==> config.mk <==
export PLATFORM = sky130hd
export DESIGN_NAME = mod_updown_counter
export DESIGN_NICKNAME = d
export VERILOG_FILES = /design/src/rtl/mod_updown_counter.sv
export SDC_FILE = /design/constraint.sdc
export NUM_CORES = 1
export LEC_CHECK = 0
export CORE_ASPECT_RATIO = 0.75
export CORE_MARGIN = 2
export CORE_UTILIZATION = 50
export CTS_CLUSTER_DIAMETER = 60
export DETAILED_ROUTE_END_ITERATION = 8
export PLACE_DENSITY = 0.9
export SETUP_SLACK_MARGIN = 0.4
export SLEW_MARGIN = 20
export SYNTH_ARGS = -nofsm -noshare
export SYNTH_HDL_FRONTEND = slang
export SYNTH_SLANG_ARGS = --single-unit
==> constraint.sdc <==
create_clock -name clk -period 5.8 [get_ports clk]
set_input_delay 1.16 -clock clk [delete_from_list [all_inputs] [get_ports clk]]
set_output_delay 1.16 -clock clk [all_outputs]
set_load 0.02 [all_outputs]
==> src/rtl/mod_updown_counter.sv <==
// Modulo up/down counter with wrap, saturate and one-shot modes.
// Supports an enable prescaler, clamped load and a registered carry pulse.
module mod_updown_counter #(
   parameter int N  = 6,
   parameter int PS = 1
) (
   input  logic         clk,
   input  logic         rst,
   input  logic         clr,
   input  logic         en,
   input  logic         ld,
   input  logic [N-1:0] ld_val,
   input  logic         dir,
   input  logic [1:0]   mode,
   input  logic [N-1:0] limit,
   output logic [N-1:0] out,
   output logic         tc,
   output logic         co,
   output logic         done
);

   localparam int PW = (PS > 1) ? $clog2(PS) : 1;
   localparam logic [PW-1:0] PTOP = PW'(PS - 1);

   typedef enum logic {RUN, DONE} state_t;

   state_t        state, state_nx;
   logic [PW-1:0] pcnt, pcnt_nx;
   logic [N-1:0]  out_nx;
   logic          co_nx;
   logic          term;

   assign tc   = dir ? (out == limit) : (out == '0);
   assign done = (state == DONE);

   // an up step from above limit is handled as terminal
   assign term = dir ? (out >= limit) : (out == '0);

   always_ff @(posedge clk or negedge rst) begin
      if (!rst) begin
         state <= RUN;
         pcnt  <= '0;
         out   <= '0;
         co    <= 1'b0;
      end else begin
         state <= state_nx;
         pcnt  <= pcnt_nx;
         out   <= out_nx;
         co    <= co_nx;
      end
   end

   always_comb begin
      state_nx = state;
      pcnt_nx  = pcnt;
      out_nx   = out;
      co_nx    = 1'b0;
      if (clr) begin
         out_nx   = '0;
         pcnt_nx  = '0;
         state_nx = RUN;
      end else if (ld) begin
         out_nx   = (ld_val > limit) ? limit : ld_val;
         pcnt_nx  = '0;
         state_nx = RUN;
      end else if (state == RUN && en) begin
         if (pcnt != PTOP) begin
            pcnt_nx = pcnt + 1'b1;
         end else begin
            pcnt_nx = '0;
            if (!term) begin
               out_nx = dir ? out + 1'b1 : out - 1'b1;
            end else begin
               co_nx = 1'b1;
               case (mode)
                  2'b01:   out_nx = out;
                  2'b10:   state_nx = DONE;
                  default: out_nx = dir ? '0 : limit;
               endcase
            end
         end
      end
   end

endmodule
==> results of run 1 <==
[stage by stage]
stage	power (µW)	instance area [µm²]
after floorplan	197	1090
after global placement	253	1380
after detailed placement	262	1380
after CTS	313	1410
after global routing	337	1410
final	318	1410
[flip-flops by register name, summed over array words and instances, names as in the netlist]
| signal | count |
|---|---|
| out | 6 |
| co | 1 |
| done | 1 |
[report_power, final]
group	internal [µW]	switching, µW	total, µW
Clock	24.0	25.9	50.0
Combinational	86.6	104	191
Sequential	63.5	13.6	77.1
[cell type report]
type	count	area share (%)
clock buffer	3	1.60
sequential	8	14.2
timing repair buffer	28	19.9
tap	24	2.14
inverter	17	4.54
multi-input combinational	97	57.6
[path summary, 6_finish.rpt]
path / startpoint / endpoint / slack, ns / cells after the start
setup / recovery: limit[4] / tc / 1.50 / 6
hold / removal: done$_DFFE_PN0P_ / done$_DFFE_PN0P_ / 0.52 / 2
setup reg to reg: out[0]$_DFFE_PN0P_ / out[4]$_DFFE_PN0P_ / 3.32 / 8
hold reg to reg: done$_DFFE_PN0P_ / done$_DFFE_PN0P_ / 0.52 / 2
max in group asynchronous: rst / out[3]$_DFFE_PN0P_ / 4.29 / 1
min in group asynchronous: rst / out[0]$_DFFE_PN0P_ / 1.19 / 1
[synth_stat cells, drive strengths merged, types with 2 or more instances]
library cell	instances	area share (%)
ha	17	19
inv	17	5.8
nor2	10	3.4
a21oi	9	4.1
dfrtp	8	18
mux2	5	5.2
nand2	5	1.7
nor3	5	2.3
xnor2	4	3.2
a32o	3	2.7
mux2i	3	2.7
nand2b	3	1.7
nand3	3	1.4
o31ai	3	2.1
a211oi	2	1.4
a21o	2	1.4
a221oi	2	1.6
a22oi	2	1.4
buf	2	1.7
nand4	2	1.1
nor4	2	1.1
o211ai	2	1.8
o21ai	2	0.92
[worst min-delay path, stage by stage (launching register included)]
cell and delay, ns:
dfrtp_1 0.35, a41oi_1 0.05, nor2_1 0.08
[layout by cell type, fill, tap and decap left out, drive strengths merged, types with 4 or more instances in the layout]
master	synthesis	final
nor2	10	10
inv	17	17
nand2	5	5
clkdlybuf4s50	0	28
a21oi	9	9
xnor2	4	4
dfrtp	8	8
mux2	5	5
ha	17	17
nor3	5	5
[cell families after synthesis]
family                   Yosys count  synth area share [%]
multiplexers                       8                  7.90
buffers and inverters             19                  7.56
AO/OA/AOI/OAI                     35                  27.3
adder cells (fa/ha/maj)           18                  21.3
AND/OR/NAND/NOR                   32                  14.4
flip-flops                         8                  18.3
XOR/XNOR                           4                  3.21
[metal layers]
layer  global-route usage, %  vias up
li1                        -      526
met1                    34.2      522
met5                       0        -
met4                    12.1        0
met3                    5.56       15
met2                    51.1       83
==> metrics.log, run 1 <==
INFO  metric status = completed
INFO  metric postLayoutSetupSlackWorst = 1.50 ns
INFO  metric crit_path_cell_trace = clkdlybuf4s50_1, inv_1, ha_1, nand4_1, o22ai_1, clkdlybuf4s50_1
INFO  metric first_global_vias = between 1000 and 1500
INFO  metric clock.fmax = 0.233 GHz
INFO  metric detail_route.wl_per_cell = 18.4 µm
INFO  metric synthDistinctLibCells = 37
INFO  metric ys_seq_area_share = a little under a fifth
INFO  metric cts.path.max_buffers = 2
INFO  metric clock_tree.htree_level_count = 1
INFO  metric hold_path_class = reg2reg
INFO  metric cts_tree = built
INFO  metric coreArea = 2030 µm²
INFO  metric drt_drc_violations_left = 0
INFO  metric cp_data_required_time = roughly 4.6 ns
INFO  metric timing_worst_slew_pin_value = 0.619 ns
INFO  metric synth-main-ff-cell = dfrtp_1
INFO  metric setup_violations = 0
INFO  metric highest-signal-layer = met4
INFO  metric regArea = 200 µm²
INFO  metric min_period_over_period = 74.1%
INFO  metric routed_wirelength = 3.25 mm
INFO  metric postSynthRegisterBits = 8
INFO  metric final-hold-violation-count = 0
INFO  metric crit_start_category = input pin
INFO  metric final_antenna_net_count = 0
INFO  metric hold_ws = ~0.52 ns
INFO  metric drv_slew = 0
INFO  metric yosysWarningCount = 0
INFO  metric fp.dieArea = 2580 µm²
INFO  metric post-cts-setup-buffers = 0
INFO  metric period_minus_slack = ~4.3 ns
INFO  metric first_pass_grt_wire_length = 5.53 mm
INFO  metric stdcell_count = 177
INFO  metric critical_path.max_stage_delay = 0.64 ns
INFO  metric dp_cells = 174
INFO  metric antenna_found_initial = 0
INFO  metric routed-wl-met2 = 1.49 mm
INFO  metric route.detailed.vias_per_inst = 6.47
INFO  metric final_util = 69.2%
INFO  metric drive_above_1_share = 7.19%
INFO  metric postCtsHoldBufs = 0
INFO  metric dieWidth = 58.0 µm
INFO  metric peakVddDrop = 178 µV
INFO  metric nets = between 150 and 200
INFO  metric via_count = 1146
INFO  metric synth_fp_nets = between 150 and 200
INFO  metric critPathSlowestCell = clkdlybuf4s50_1
INFO  metric cts_buffers = 3
INFO  metric cp.arrival = 3.14 ns
INFO  metric postSynthAreaPerCell = 8.81 µm²
INFO  metric antenna-diode-count = 0
INFO  metric wl_met3 = approximately 350 µm
INFO  metric multi_input_comb_area = 810 µm²
INFO  metric numClockSinks = 8
INFO  metric syn_to_final_growth = 28.8%
INFO  metric grt_usage = 28.7%
INFO  metric end_kind = primary output
INFO  metric dpl.hpwl = between 2 and 3 mm
INFO  metric critPathMostFrequentCell = clkdlybuf4s50_1
INFO  metric grt.overflow.total = 0
INFO  metric grt_start_max_net_pins = 14
INFO  metric initial_core_util = 53.8%
INFO  metric slew_headroom = 58.6%
INFO  metric mappedNetlistArea = 1090 µm²
INFO  metric drv.max_cap_violation_count = 0
INFO  metric io_buffer_count = 28
INFO  metric met1_length = about 1.3 mm
INFO  metric clkLatencyLatePin = 0.28 ns
INFO  metric worst_setup_hold_path_clk_slew = 0.06 ns
INFO  metric timing.setup.tns = 0 ns
INFO  metric timing.critical_path.fanout_max = 3
INFO  metric worst_slack_placed = 1.56 ns
INFO  metric placementRows = 14
INFO  metric timing.critical_path.buf_inv = 3
INFO  metric filler_cell_count = 169
INFO  metric asyncSetResetFlopFracSynth = 100%
INFO  metric height_of_the_chip = 44.5 µm
INFO  metric clock_tree.root_cell = clkbuf_4
INFO  metric number_of_flops_mapped_to_enable_cells_by_yosys = 0
INFO  metric skew = 0.0141 ns
INFO  metric place.gp.congestion = 0.864
INFO  metric p_leak = 0.000622 µW
INFO  metric cts.repair.resized = 0
INFO  metric timing.critical_path.max_delay_family = buffers and inverters
INFO  metric first_iter_violations = 65
INFO  metric netlist_instances = 124
INFO  metric crit_type = in2out
INFO  metric pin_count = 29
INFO  metric grt_setup_unrepaired = no
INFO  metric power_density = 226 nW/µm²
INFO  metric first_pass_iters = 4
(Power assumes the default switching activity.)
==> run 2: changes to the inputs <==
Settings changed: CORE_UTILIZATION 50 to 48, PLACE_DENSITY 0.9 to 0.87.
Clock period 5.8 ns to 4.45 ns, I/O delays scaled along.
==> run 2 against run 1 <==
- sequential power grew 30%
- non-clock buffer count is the same
- clock-buffer cell count is the same
- power grew 28%
- clock skew grew 0.0016 ns
- first-iteration DRC count grew 7.7%
- design area is the same
- clock power grew 27%
- largest power group unchanged
- highest routed layer unchanged
==> metrics.log, run 2 (synthesis gave the netlist of run 1 again) <==
INFO  metric largest_reg_flops = 6 (unchanged)
INFO  metric first_pass_iters = 4 (unchanged)
INFO  metric grt_usage = 25.3% (-3.4 points)
INFO  metric timing.critical_path.fanout_max = 3 (unchanged)
INFO  metric detail_route.wl_per_cell = 17.3 µm (-6.0%)
INFO  metric detailed_place.area = 1380 µm² (unchanged)
INFO  metric ff2ff_setup_slack = 1.93 ns (-1.39 ns)
INFO  metric worst_setup_hold_path_clk_slew = 0.08 ns (+0.02 ns)
INFO  metric routed_wirelength = 3.06 mm (-6.0%)
INFO  metric clock_tree.htree_level_count = 1 (unchanged)
INFO  metric slew_headroom = 57.9% (-0.74 points)
INFO  metric drv_slew = 0 (unchanged)
INFO  metric timing.critical_path.max_delay_family = buffers and inverters
INFO  metric cp_data_required_time = 3.56 ns (-1.08 ns)
INFO  metric cp.arrival = 2.83 ns (-0.31 ns)
INFO  metric first_iter_violations = 70 (+7.7%)
INFO  metric height_of_the_chip = 45.3 µm (+1.9%)
INFO  metric cts.path.max_buffers = 2 (unchanged)
INFO  metric final_common_cell = clkdlybuf4s50_1
INFO  metric dpl.hpwl = 2.48 mm (-3.8%)
INFO  metric end_kind = primary output
INFO  metric clkLatencyLatePin = 0.27 ns (about the same)
INFO  metric cts_buffers = 3 (unchanged)
INFO  metric most-common-layout-cells = clkdlybuf4s50_1 (28), inv_1 (17), ha_1 (17)
INFO  metric largest-register = out
INFO  metric drt_drc_violations_left = 0 (unchanged)
INFO  metric syn_to_final_growth = 28.8% (unchanged)
INFO  metric cts_tree = built
INFO  metric setup_violations = 0 (unchanged)
INFO  metric crit_start_category = input pin
INFO  metric io_buffer_count = 28 (unchanged)
INFO  metric crit_path_cell_trace = clkdlybuf4s50_1, inv_1, ha_1, nand4_1, o22ai_1, clkdlybuf4s50_1
INFO  metric first_global_vias = 1098 (-6.0%)
INFO  metric critPathMostFrequentCell = clkdlybuf4s50_1
INFO  metric drive_above_1_share = 7.19% (unchanged)
INFO  metric final_antenna_net_count = 0 (unchanged)
INFO  metric filler_cell_count = 168 (-0.59%)
INFO  metric critPathSlowestCell = clkdlybuf4s50_1
INFO  metric placementRows = 14 (unchanged)
INFO  metric nets = 193 (unchanged)
INFO  metric regArea = 200 µm² (unchanged)
INFO  metric post-route-cell-area = 1410 µm² (unchanged)
INFO  metric hold_ws = 0.541 ns (+0.0237 ns)
INFO  metric place.gp.congestion = 0.888 (+2.8%)
INFO  metric dieWidth = 59.1 µm (+1.9%)
INFO  metric route.detailed.vias_per_inst = 6.35 (-1.9%)
INFO  metric period_minus_slack = 3.72 ns
INFO  metric hold_path_class = reg2reg
INFO  metric clock.fmax = 0.269 GHz
INFO  metric clock_tree.root_cell = clkbuf_4
INFO  metric initial_core_util = 52.4% (-1.4 points)
INFO  metric timing.setup.tns = 0 ns (unchanged)
INFO  metric final-hold-violation-count = 0 (unchanged)
INFO  metric timing.critical_path.buf_inv = 3 (unchanged)
INFO  metric crit_type = in2out
INFO  metric cts.repair.resized = 0 (unchanged)
INFO  metric postCtsHoldBufs = 0 (unchanged)
INFO  metric post-cts-setup-buffers = 0 (unchanged)
INFO  metric peakVddDrop = 155 µV (-13%)
INFO  metric status = completed
INFO  metric coreArea = 2080 µm² (+2.6%)
INFO  metric critical_path.max_stage_delay = 0.63 ns (about the same)
INFO  metric power_density = 289 nW/µm² (+28%)
INFO  metric multi_input_comb_area = 810 µm² (unchanged)
INFO  metric p_leak = 0.000622 µW (unchanged)
INFO  metric skew = 0.0157 ns (+0.00161 ns)
INFO  metric grt.overflow.total = 0 (unchanged)
INFO  metric antenna-diode-count = 0 (unchanged)
INFO  metric grt_setup_unrepaired = no
INFO  metric antenna_found_initial = 0 (unchanged)
INFO  metric timing_worst_slew_pin_value = 0.630 ns (+0.0110 ns)
INFO  metric overall_power_consumption = 407 µW (+28%)
INFO  metric numClockSinks = 8 (unchanged)
INFO  metric pin_count = 29 (unchanged)
INFO  metric drv.max_cap_violation_count = 0 (unchanged)
INFO  metric via_count = 1124 (-1.9%)
INFO  metric fp.dieArea = 2680 µm² (+3.8%)
INFO  metric grt_start_max_net_pins = 14 (unchanged)
INFO  metric first_pass_grt_wire_length = 5.09 mm (-8.0%)
INFO  metric min_period_over_period = between 80% and 90%
## run 2: through the flow
stage / setup WS [ns] / instances / utilization, %
after floorplan: 1.75 / 124 / -
after global placement: 0.838 / 174 / 66.4
after detailed placement: 0.745 / 174 / 66.4
after CTS: 0.739 / 177 / 67.5
after global routing: 0.641 / 177 / 67.5
final: 0.726 / 177 / 67.5
## run 2: worst paths after layout
kind | from | to | depth (start not counted)
max in group asynchronous | rst | out[2]$_DFFE_PN0P_ | 1
min in group asynchronous | rst | out[1]$_DFFE_PN0P_ | 1
hold reg to reg | done$_DFFE_PN0P_ | done$_DFFE_PN0P_ | 2
setup / recovery | limit[4] | tc | 6
setup reg to reg | out[0]$_DFFE_PN0P_ | out[2]$_DFFE_PN0P_ | 8
hold / removal | done$_DFFE_PN0P_ | done$_DFFE_PN0P_ | 2
## run 2: routing by layer
layer	vias up	GRT usage [%]	routed length, µm
li1	532	-	-
met1	524	33.9	1290
met2	63	42.2	1410
met3	5	5.73	336
met4	0	5.00	21
met5	-	0	0
## run 2: cell type report
cell class	count	share of cell area, %
Sequential cell	8	14.2
Inverter	17	4.54
Timing Repair Buffer	28	19.9
Tap cell	24	2.14
Clock buffer	3	1.60
Multi-Input combinational cell	97	57.6
## run 2: tightest hold or removal path, cell delays in order (launching register included)
cell and delay (ns):
dfrtp_1 0.37, a41oi_1 0.05, nor2_1 0.08
## run 2: power breakdown
part           total (µW)  internal [µW]  switching, µW  leakage (µW)
Combinational         243            113            130      0.000503
Clock                63.6           31.2           32.4     0.0000138
Sequential            100           82.7           17.7      0.000105
